File: src/rtl/wb_arbiter.sv
// Writeback arbiter: merges ALU and buffered long-latency results into the single
// register-file write port, and tracks outstanding long destinations in a busy scoreboard.
module wb_arbiter #(
  parameter int DEPTH = 4
) (
  input  logic        clock,
  input  logic        reset,
  input  logic        alu_valid,
  input  logic [4:0]  alu_reg,
  input  logic [31:0] alu_data,
  input  logic        lng_valid,
  output logic        lng_ready,
  input  logic [4:0]  lng_reg,
  input  logic [31:0] lng_data,
  input  logic        issue_valid,
  input  logic [4:0]  issue_reg,
  output logic        reg_write,
  output logic [4:0]  write_reg,
  output logic [31:0] write_data,
  output logic [31:0] busy,
  output logic        stall_req
);

  localparam int PW = $clog2(DEPTH);
  localparam int CW = PW + 1;
  localparam logic [CW-1:0] FULL_CNT  = CW'(DEPTH);
  localparam logic [CW-1:0] STALL_CNT = CW'(DEPTH - 1);
  localparam logic [CW-1:0] CNT_ONE   = {{(CW-1){1'b0}}, 1'b1};
  localparam logic [PW-1:0] PTR_ONE   = {{(PW-1){1'b0}}, 1'b1};

  logic [36:0]   mem_r [DEPTH];
  logic [PW-1:0] wr_ptr_r;
  logic [PW-1:0] rd_ptr_r;
  logic [CW-1:0] count_r;
  logic [CW-1:0] count_nxt_s;
  logic          alu_wr_s;
  logic          push_s;
  logic          pop_s;
  logic [36:0]   head_s;
  logic [31:0]   set_mask_s;
  logic [31:0]   clr_mask_s;
  logic          reg_write_r;
  logic [4:0]    write_reg_r;
  logic [31:0]   write_data_r;
  logic [31:0]   busy_r;
  logic          stall_req_r;

  assign lng_ready  = (count_r != FULL_CNT);
  assign reg_write  = reg_write_r;
  assign write_reg  = write_reg_r;
  assign write_data = write_data_r;
  assign busy       = busy_r;
  assign stall_req  = stall_req_r;

  // Arbitration decision, FIFO count update and scoreboard masks.
  always_comb begin
    alu_wr_s    = alu_valid && (alu_reg != 5'd0);
    push_s      = lng_valid && lng_ready && (lng_reg != 5'd0);
    pop_s       = !alu_wr_s && (count_r != {CW{1'b0}});
    head_s      = mem_r[rd_ptr_r];
    count_nxt_s = count_r;
    set_mask_s  = 32'd0;
    clr_mask_s  = 32'd0;
    case ({push_s, pop_s})
      2'b10:   count_nxt_s = count_r + CNT_ONE;
      2'b01:   count_nxt_s = count_r - CNT_ONE;
      default: count_nxt_s = count_r;
    endcase
    if (pop_s) begin
      clr_mask_s = 32'd1 << head_s[36:32];
    end else begin
      clr_mask_s = 32'd0;
    end
    if (issue_valid) begin
      set_mask_s = 32'd1 << issue_reg;
    end else begin
      set_mask_s = 32'd0;
    end
  end

  // FIFO storage needs no reset: entries are only read below the count.
  always_ff @(posedge clock) begin
    if (push_s) begin
      mem_r[wr_ptr_r] <= {lng_reg, lng_data};
    end
  end

  // FIFO pointers/count, write-port stage and scoreboard.
  always_ff @(posedge clock or posedge reset) begin
    if (reset) begin
      wr_ptr_r     <= {PW{1'b0}};
      rd_ptr_r     <= {PW{1'b0}};
      count_r      <= {CW{1'b0}};
      reg_write_r  <= 1'b0;
      write_reg_r  <= 5'd0;
      write_data_r <= 32'd0;
      busy_r       <= 32'd0;
      stall_req_r  <= 1'b0;
    end else begin
      if (push_s) begin
        wr_ptr_r <= wr_ptr_r + PTR_ONE;
      end
      if (pop_s) begin
        rd_ptr_r <= rd_ptr_r + PTR_ONE;
      end
      count_r     <= count_nxt_s;
      stall_req_r <= (count_nxt_s >= STALL_CNT);
      if (alu_wr_s) begin
        reg_write_r  <= 1'b1;
        write_reg_r  <= alu_reg;
        write_data_r <= alu_data;
      end else if (pop_s) begin
        reg_write_r  <= 1'b1;
        write_reg_r  <= head_s[36:32];
        write_data_r <= head_s[31:0];
      end else begin
        reg_write_r  <= 1'b0;
      end
      // Set is applied after clear so a same-cycle issue keeps the register busy.
      busy_r <= ((busy_r & ~clr_mask_s) | set_mask_s) & ~32'd1;
    end
  end

endmodule

File: config.mk
export PLATFORM = sky130hd
export DESIGN_NAME = wb_arbiter
export DESIGN_NICKNAME = d
export VERILOG_FILES = /design/src/rtl/wb_arbiter.sv
export SDC_FILE = /design/constraint.sdc
export NUM_CORES = 1
export LEC_CHECK = 0
export CAP_MARGIN = 0
export CORE_ASPECT_RATIO = 0.9
export CORE_MARGIN = 3
export CORE_UTILIZATION = 48
export CTS_CLUSTER_SIZE = 16
export DETAILED_ROUTE_END_ITERATION = 16
export GPL_TIMING_DRIVEN = 0
export PLACE_DENSITY = 0.77
export SYNTH_ARGS = -nofsm -noshare
export SYNTH_HDL_FRONTEND = slang
export SYNTH_SLANG_ARGS = --single-unit
File: constraint.sdc
create_clock -name clock -period 2.1 [get_ports clock]
set_clock_uncertainty 0.15 [all_clocks]
set_input_delay 0.21 -clock clock [delete_from_list [all_inputs] [get_ports clock]]
set_output_delay 0.21 -clock clock [all_outputs]
set_load 0.01 [all_outputs]
* Word level (Yosys, flattened, before mapping)
Memories as Yosys holds them, arrays and structs flattened.
Index checks and enable logic that the tools add are counted.
W data, S select, Z words.
** Storage, ports and cells
- Flip-flop bits (word level) :: 77
- Bits in writable memories :: 148
- Bits of input ports :: 84
- Output and inout bits :: 72
- Word-level logic and storage cells :: 42
- Memories :: 1
** Operators by class
- Add/sub/neg operators :: 4
- Magnitude comparators :: 1
- Eq/ne operators :: 3
- Shift operators :: 2
- Muxes and demuxes :: 11
- Bitwise operators :: 3
- Reduce and logical (&&, ||, !) cells :: 9
** Memory list
- mem_r :: words 4, bits a word 37, rd ports 1, clocked after memory_dff 0, wr ports 1, line 31 : logic [36:0] mem_r [DEPTH];
** Operators with widths (number)
- $mux W32 :: 4
- $shl A1 B5 Y32 const A :: 2
- $and A32 B32 Y32 :: 1
- $not A32 Y32 :: 1
- $or A32 B32 Y32 :: 1
- $mux W5 :: 2
- $reduce_bool A5 Y1 :: 2
- $pmux W3 S2 :: 1
- $add A2 B1 Y2 const B :: 2
- $logic_and A1 B1 Y1 :: 4
- $mux W1 :: 4
- $add A3 B1 Y3 const B :: 1
- $ge A3 B2 Y1 const B :: 1
- $ne A3 B3 Y1 const B :: 1
- $reduce_bool A3 Y1 :: 1
- $sub A3 B1 Y3 const B :: 1
- $eq A2 B1 Y1 const B :: 1
- $eq A2 B2 Y1 const B :: 1
- $reduce_bool A2 Y1 :: 1
- $logic_not A1 Y1 :: 1

* Logic depth before layout (Yosys ltp)
Gate-level depths: netlist of run 1.
- Depth in word-level cells :: 8
- Depth in mapped cells :: 10
- Gate-level depth less buffers :: 10

* Worst setup path after synthesis of run 1
No wires, ideal clock.
- Path type :: reg-to-reg
- Start :: register count_r[0]
- End :: memory mem_r[0][0] (enable)
- Library setup time :: 0.398 ns
- Data arrival time :: 1.784 ns
- Data required time :: 1.552 ns
- Path slack :: -0.232 ns
- Stages on the path, launching flop included :: 5
- Buffers on the path :: 0
- Period minus slack after synthesis :: 2.332 ns
- Path through :: dfrtp_1 > nor2_1 > nand2_1 > o211a_1 > and2_1
** On the way
- Word-level cells in the longest chain between the ends :: 5
** Ends and longest elaborated chain
- from (decl) :: line 34 : logic [CW-1:0] count_r;
- from (signal assigned) :: line 93 : count_r <= {CW{1'b0}};
- from (signal assigned) :: line 106 : count_r <= count_nxt_s;
- $ne A3 B3 Y1 :: line 48 : assign lng_ready = (count_r != FULL_CNT);
- net lng_ready :: line 12 : output logic lng_ready,
- $logic_and A1 B1 Y1 (2 in series) :: line 58 : push_s = lng_valid && lng_ready && (lng_reg != 5'd0);
- $mux W1 :: line 83 : if (push_s) begin
- $mux W1 (not written as such) :: line 84 : mem_r[wr_ptr_r] <= {lng_reg, lng_data};
- to (decl) :: line 31
The timed path passes the listed nets, and every way through them passes these cells.

* Final worst setup path of run 1
- Start :: register rd_ptr_r[0]
- End :: register busy_r[17] (netlist: busy[17])
** On the way
- Word-level cells in the longest chain between the ends :: 6
** Ends and longest elaborated chain
- from (decl) :: line 33 : logic [PW-1:0] rd_ptr_r;
- from (signal assigned) :: line 92 : rd_ptr_r <= {PW{1'b0}};
- from (signal assigned) :: line 104 : rd_ptr_r <= rd_ptr_r + PTR_ONE;
- $mem_v2 Z4 W37
- $shl A1 B5 Y32 :: line 70 : clr_mask_s = 32'd1 << head_s[36:32];
- $mux W32 :: line 69 : if (pop_s) begin
- $not A32 Y32 :: line 120 : busy_r <= ((busy_r & ~clr_mask_s) | set_mask_s) & ~32'd1;
- $and A32 B32 Y32 :: line 120
- $or A32 B32 Y32 :: line 120
- to (signal assigned) :: line 120
- to (decl) :: line 45 : logic [31:0] busy_r;
Every way passes these cells.
A chain may end at the register's enable or synchronous reset.

==> summary.txt, run 1 <==
Outcome
  • Status: finished, violations left
  • Violated checks: setup timing

Die
  • Die Area: 20,300 sq um
  • Row count: 46
  • I/O pin cnt: 156
  • Initial Util: 49.77%
  • CORE AREA: 17,960 sq um
  • Chip height: 135.5 um
  • DIE WIDTH: 149.8 um

STA
  • Final worst-path cycle share: 104.1%
  • Fin. Hold Viols: 0
  • Final Setup Violations: 27
  • Min Tclk post-route: 2186 ps
  • FMAX: 0.4575 GHz
  • Final worst slack: -85.86 ps
  • Rel. slew slack: 39.33%
  • Slew Viols, Final: 0
  • RSZ-0062 raised after global routing: yes
  • Hold slack final: 12.42 ps
  • Least-Margin Pin Slew: 908.1 ps

Clock network
  • Clock-pin slew on the worst setup and hold paths: 60 ps
  • Clk_lat worst skew: 500 ps
  • Cell chosen for the clock root: clkbuf_16
  • # H-tree levels: 1
  • CTS tree: done
  • Max Root-Sink Buffers: 3
  • CTS Buf Count: 23
  • Clk sinks: 225

Synth
  • Synth Instances: 530
  • Post-synth design cell area: 8937 sq um
  • Post-synth ARST share: 34.22%
  • Yosys cell types: 42
  • Yosys top cell area share: 49.73%
  • YS warnings: 0
  • Synth area leader: edfxtp_1
  • Mapped Nets: 620
  • Register bit count reported by yosys: 225
  • Seq/Total Area, Yosys: 71.29%
  • Avg Inst Size Synth: 16.86 sq um
  • Synth Flop Type: edfxtp_1
  • Top area cells in the synthesized netlist: edfxtp_1 50%, dfrtp_1 22%, mux4_2 9.3%
  • Post-synth EDFFs: 148

Cells and area
  • Fin nets: 817
  • Layout Utilization: 68.22%
  • Area Growth Syn to Fin: 37.07%
  • N_diodes: 0
  • Largest Register: mem_r
  • Fraction of layout cells with a size suffix above 1: 24.06%
  • Most common cell after layout, fill and taps aside: edfxtp_1
  • Commonest cells after routing, fill and taps aside: 148 x edfxtp_1, 145 x clkdlybuf4s50_1, 74 x dfrtp_1
  • Max reg flops: 148

Worst hold path
  • WHS Path Cells: 1
  • Hold wc startpoint: lng_reg[3]
  • Hold Path Class: primary input to register

Detailed routing
  • Vias per cell: 5.607
  • Vias: 5,517
  • Initial detailed-routing violation count: 291
  • Final ANT Viol Nets: 0
  • DRC: 0
  • Per-cell routed wire length: 21.78 um
  • Final wirelength: 21.43 mm
  • Pre-antenna DRT Iters: 4

Pwr
  • Pleak: 0.004531 uW
  • Final Power: 17,480 uW
  • Power per cell area: 1427 nW/um^2
  • Worst VDD drop: 0.7596 mV

Critical path
  • CP Max Fanout: 8
  • R2R cell count: 6
  • R2R setup slack: -90 ps
  • Critical path launch point: rd_ptr_r[0]
  • Setup Crit Path Kind: register to register
  • Req. time, crit path: 2310 ps
  • Worst setup SP type: register
  • Crit path arrival time: 2400 ps
  • Endpoint type of the worst setup path: register
  • R2r startpoint: rd_ptr_r[0]

Global route
  • GRT Util Overall: 21.03%
  • Vias in the first global route: 5,848
  • Antenna violations before repair: 0
  • Grt total ovfl: 0
  • First-pass GRT wire length: 32.83 mm
  • Largest net degree at the start of global routing: 40

Placed design
  • RePlAce Congestion: 0.8751
  • Port Buffer Count: 150
  • DP Wirelength: 13.44 mm

Run
  • Max-Cap Viols: 0
synth_stat cells, drive strengths merged (2+ instances only):
library cell and n:
a21oi 35, nor3 2, xor2 2, or4b 2
and2 4, mux2 4, mux2i 35, nor2 38
ha 5, a22o 2, o31ai 39, nand2 7
nand4b 3, o21ai 24, buf 15, or4 2
mux4 37, inv 4, edfxtp 148, or3 2
clkbuf 19, dfrtp 77, or2 2, nand2b 8
xnor2 4, or3b 2
logic make-up (layout without fill, tap and decap cells):
family	Yosys count	after routing	synth area share, %
compound gates	104	104	7.378
xor+xnor	6	6	0.5880
fa+ha+maj	6	6	0.9240
buf+inv	38	252	1.904
flops	225	225	71.29
mux	76	76	13.75
other cells	1	1	0.04196
simple gates	74	74	4.130
stage by stage:
| step | cell area [sq um] | worst slack [ps] | cells | setup TNS (ps) |
|---|---|---|---|---|
| after detailed placement | 10780 | -1000 | 921 | -135540 |
| after floorplan | 8957 | -221.1 | 530 | -490.5 |
| after global routing | 12250 | -168.2 | 984 | -4149 |
| after global placement | 10760 | -929.8 | 920 | -133680 |
| final | 12250 | -85.86 | 984 | -1243 |
| after CTS | 12020 | -75.05 | 977 | -1030 |
what timing repair did:
| item | in CTS | in global routing |
|---|---|---|
| setup endpoints to repair | 218 | 65 |
| hold endpoints to repair | 8 | 0 |
| pin swaps | 19 | 15 |
| cloned | 2 | 2 |
| hold buffers | 2 | 0 |
| buffers inserted | 17 | 6 |
| resized for setup | 101 | 31 |
worst paths after layout:
kind                                 to
max                            busy[17]
min                        mem_r[3][35]
max reg2reg                    busy[17]
min reg2reg                    busy[23]
max in group asynchronous    count_r[1]
min in group asynchronous      busy[14]
power by group:
group          total (uW)  internal (uW)  switching (uW)
Combinational        6950           3630            3320
Sequential           6690           6030             661
Clock                3840           2240            1600
Total               17500          11900            5580
worst max-delay path, cell delays in order, from the launching register on:
cell and delay [ps]:
dfrtp_1 370, buf_4 140, buf_4 100, mux4_2 570, nand2b_4 270, o31ai_1 310
o21ai_0 140
metal layers:
| layer | global-route usage [%] | share of wire (%) |
|---|---|---|
| met1 | 28.74 | 42 |
| met2 | 34.55 | 49 |
| met3 | 5.286 | 7.6 |
| met4 | 4.929 | 1.7 |
| met5 | 0 | 0 |
layout make-up:
type	count	area (sq um)
multi-input cells	267	2783
clock buffers	38	691.9
clock inverters	4	23.77
plain buffers	26	217.7
flip-flops and latches	225	6375
fillers	1199	5707
repair buffers	180	1841
well taps	240	300.3
inverters	4	18.77
(Power assumes the default switching activity.)
==> run 2, diff against run 1 <==
- ABC_AREA: unset -> 0
==> results of run 2 <==
Final layout, timing and power as in run 1 (identical DEF).
==> run 3, diff against run 2 <==
--- a/constraint.sdc
+++ b/constraint.sdc
@@ -3,3 +3,3 @@
 set_input_delay 0.21 -clock clock [delete_from_list [all_inputs] [get_ports clock]]
 set_output_delay 0.21 -clock clock [all_outputs]
-set_load 0.01 [all_outputs]
+set_load 0.1 [all_outputs]
==> run 3 against run 2 <==
  * The run still ends with setup timing left
  * Hold slack improved by 39 ps
  * Die area did not move
  * Global-route usage is 0.28 points higher
  * Wire length rose by 1.2%
  * Register-to-register slack worse by 40 ps
  * Critical endpoint is now busy[8]
==> summary.txt, run 3 (synthesis results as in run 1) <==
STA
  • FMAX: 0.4500 GHz (was 0.4575 GHz)
  • Setup tns final: -1473 ps (was -1243 ps)
  • Final worst-path cycle share: 105.8% (was 104.1%)
  • RSZ-0062 raised after global routing: yes (unchanged)
  • Min Tclk post-route: 2222 ps (was 2186 ps)
  • Rel. slew slack: 34.70% (was 39.33%)
  • Slew Viols, Final: 0 (unchanged)
  • Fin. Hold Viols: 0 (unchanged)
  • Least-Margin Pin Slew: 983.4 ps (was 908.1 ps)
  • Final Setup Violations: 30 (was 27)
  • Final worst slack: -122.2 ps (was -85.86 ps)

Detailed routing
  • Vias: 5,511 (was 5,517)
  • Initial detailed-routing violation count: 307 (was 291)
  • Pre-antenna DRT Iters: 5 (was 4)
  • DRC: 0 (unchanged)
  • Per-cell routed wire length: 22.05 um (was 21.78 um)
  • Final ANT Viol Nets: 0 (unchanged)
  • Vias per cell: 5.606 (was 5.607)
  • Final wirelength: 21.68 mm (was 21.43 mm)

Critical path
  • Critical path launch point: rd_ptr_r[0] (unchanged)
  • CP Max Fanout: 5 (was 8)
  • R2R setup slack: -120 ps (was -90 ps)
  • Req. time, crit path: 2320 ps (was 2310 ps)
  • R2r startpoint: rd_ptr_r[0] (unchanged)
  • Setup Crit Path Kind: register to register (unchanged)
  • RR Endpoint: busy[8] (was busy[17])
  • Endpoint type of the worst setup path: register (unchanged)
  • Crit path arrival time: 2440 ps (was 2400 ps)
  • Worst setup SP type: register (unchanged)
  • Crit path to: busy[8] (was busy[17])
  • R2R cell count: 5 (was 6)

Die
  • Initial Util: 49.77% (unchanged)
  • I/O pin cnt: 156 (unchanged)
  • Chip height: 135.5 um (unchanged)
  • CORE AREA: 17,960 sq um (unchanged)
  • Die Area: 20,300 sq um (unchanged)
  • DIE WIDTH: 149.8 um (unchanged)
  • Row count: 46 (unchanged)

Clock network
  • Clock-pin slew on the worst setup and hold paths: 70 ps (was 60 ps)
  • CTS tree: done (unchanged)
  • Clk_lat worst skew: 500 ps (about the same)
  • Cell chosen for the clock root: clkbuf_16 (unchanged)
  • Max Root-Sink Buffers: 3 (unchanged)
  • # H-tree levels: 1 (unchanged)
  • CTS Buf Count: 23 (unchanged)
  • Clk sinks: 225 (unchanged)

Cells and area
  • Largest Register: mem_r (unchanged)
  • Fin nets: 816 (was 817)
  • Most common cell after layout, fill and taps aside: edfxtp_1 (unchanged)
  • N_diodes: 0 (unchanged)
  • Fillers: 1,220 (was 1,199)
  • Commonest cells after routing, fill and taps aside: 148 x edfxtp_1, 75 x clkdlybuf4s50_1, 74 x dfrtp_1 (was 148 x edfxtp_1, 145 x clkdlybuf4s50_1, 74 x dfrtp_1)
  • Area Growth Syn to Fin: 37.35% (was 37.07%)
  • Fraction of layout cells with a size suffix above 1: 29.34% (was 24.06%)
  • Max reg flops: 148 (unchanged)

Global route
  • First-pass GRT wire length: 33.31 mm (was 32.83 mm)
  • Met2 GRT Util: 35.30% (was 34.55%)
  • Vias in the first global route: 5,892 (was 5,848)
  • Largest net degree at the start of global routing: 38 (was 40)
  • GR Layer Usage met1: 29.68% (was 28.74%)
  • GRT Util Overall: 21.31% (was 21.03%)
  • GRT Max-Usage Layer: met2 (unchanged)
  • GR Util met3: 4.483% (was 5.286%)
  • Antenna violations before repair: 1 (was 0)
  • Grt total ovfl: 0 (unchanged)

Outcome
  • Violated checks: setup timing (unchanged)
  • Status: finished, violations left (unchanged)

Run
  • Max-Cap Viols: 0 (unchanged)

Placed design
  • Port Buffer Count: 150 (unchanged)
  • DP Wirelength: 13.85 mm (was 13.44 mm)
  • RePlAce Congestion: 0.9027 (was 0.8751)

Worst hold path
  • Hold Path Class: primary input to asynchronous set/reset pin (was primary input to register)
==> run 3: repair_timing <==
item | CTS | global route
gates cloned | 2 | 0
setup endpoints to repair | 289 | 99
setup buffers | 18 | 3
hold buffers | 5 | 0
gates resized for setup | 211 | 80
endpoints found under the hold margin | 13 | 0
pin swaps | 20 | 9
==> run 3: stage by stage <==
step | hold WS [ps] | std cells | cell area, sq um | setup WS (ps) | util, %
final | 51.12 | 983 | 12280 | -122.2 | 68.36
after global routing | 38.44 | 983 | 12280 | -199.2 | 68.36
after floorplan | 158.9 | 530 | 8991 | -214.2 | -
after global placement | 332.9 | 920 | 10790 | -1017 | 60.10
after CTS | 4.330 | 982 | 12160 | -94.66 | 67.70
after detailed placement | 345.9 | 922 | 10840 | -1073 | 60.37
==> run 3: how the worst min path moves through the flow <==
| stage | to | slack, ps | cells past startpoint |
|---|---|---|---|
| global route | busy[28] | 40 | 2 |
| detailed placement | busy[28] | 350 | 2 |
| global placement | busy[28] | 330 | 2 |
| floorplan | mem_r[0][0] | 160 | 0 |
| CTS | busy[24] | 4 | 2 |
| finish | count_r[1] | 50 | 2 |
==> run 3: final cells by class <==
cell class              instances  area (sq um)  share of cell area [%]
clock inverters                17         229.0                   1.865
multi-input cells             267          2831                   23.07
flip-flops and latches        225          6375                   51.93
well taps                     240         300.3                   2.446
plain buffers                  25         183.9                   1.498
repair buffers                180          1744                   14.21
clock buffers                  25         593.1                   4.831
inverters                       4         18.77                  0.1529
==> run 3: metal layers <==
layer  share of wire, %  routed length [um]
met5              0.060                  13
met4                1.4                 299
met3                7.5                1621
met2                 49               10550
met1                 42                9194
==> run 3: worst max-delay path: stages, from the launching register on <==
cell	delay [ps]
dfrtp_1	370
mux4_2	540
or4_4	510
buf_6	180
o31ai_4	230
o21ai_1	100
Power of run 3 is not shown: default switching activity piles up to over one toggle a cycle in this logic, so the estimate is an artifact.
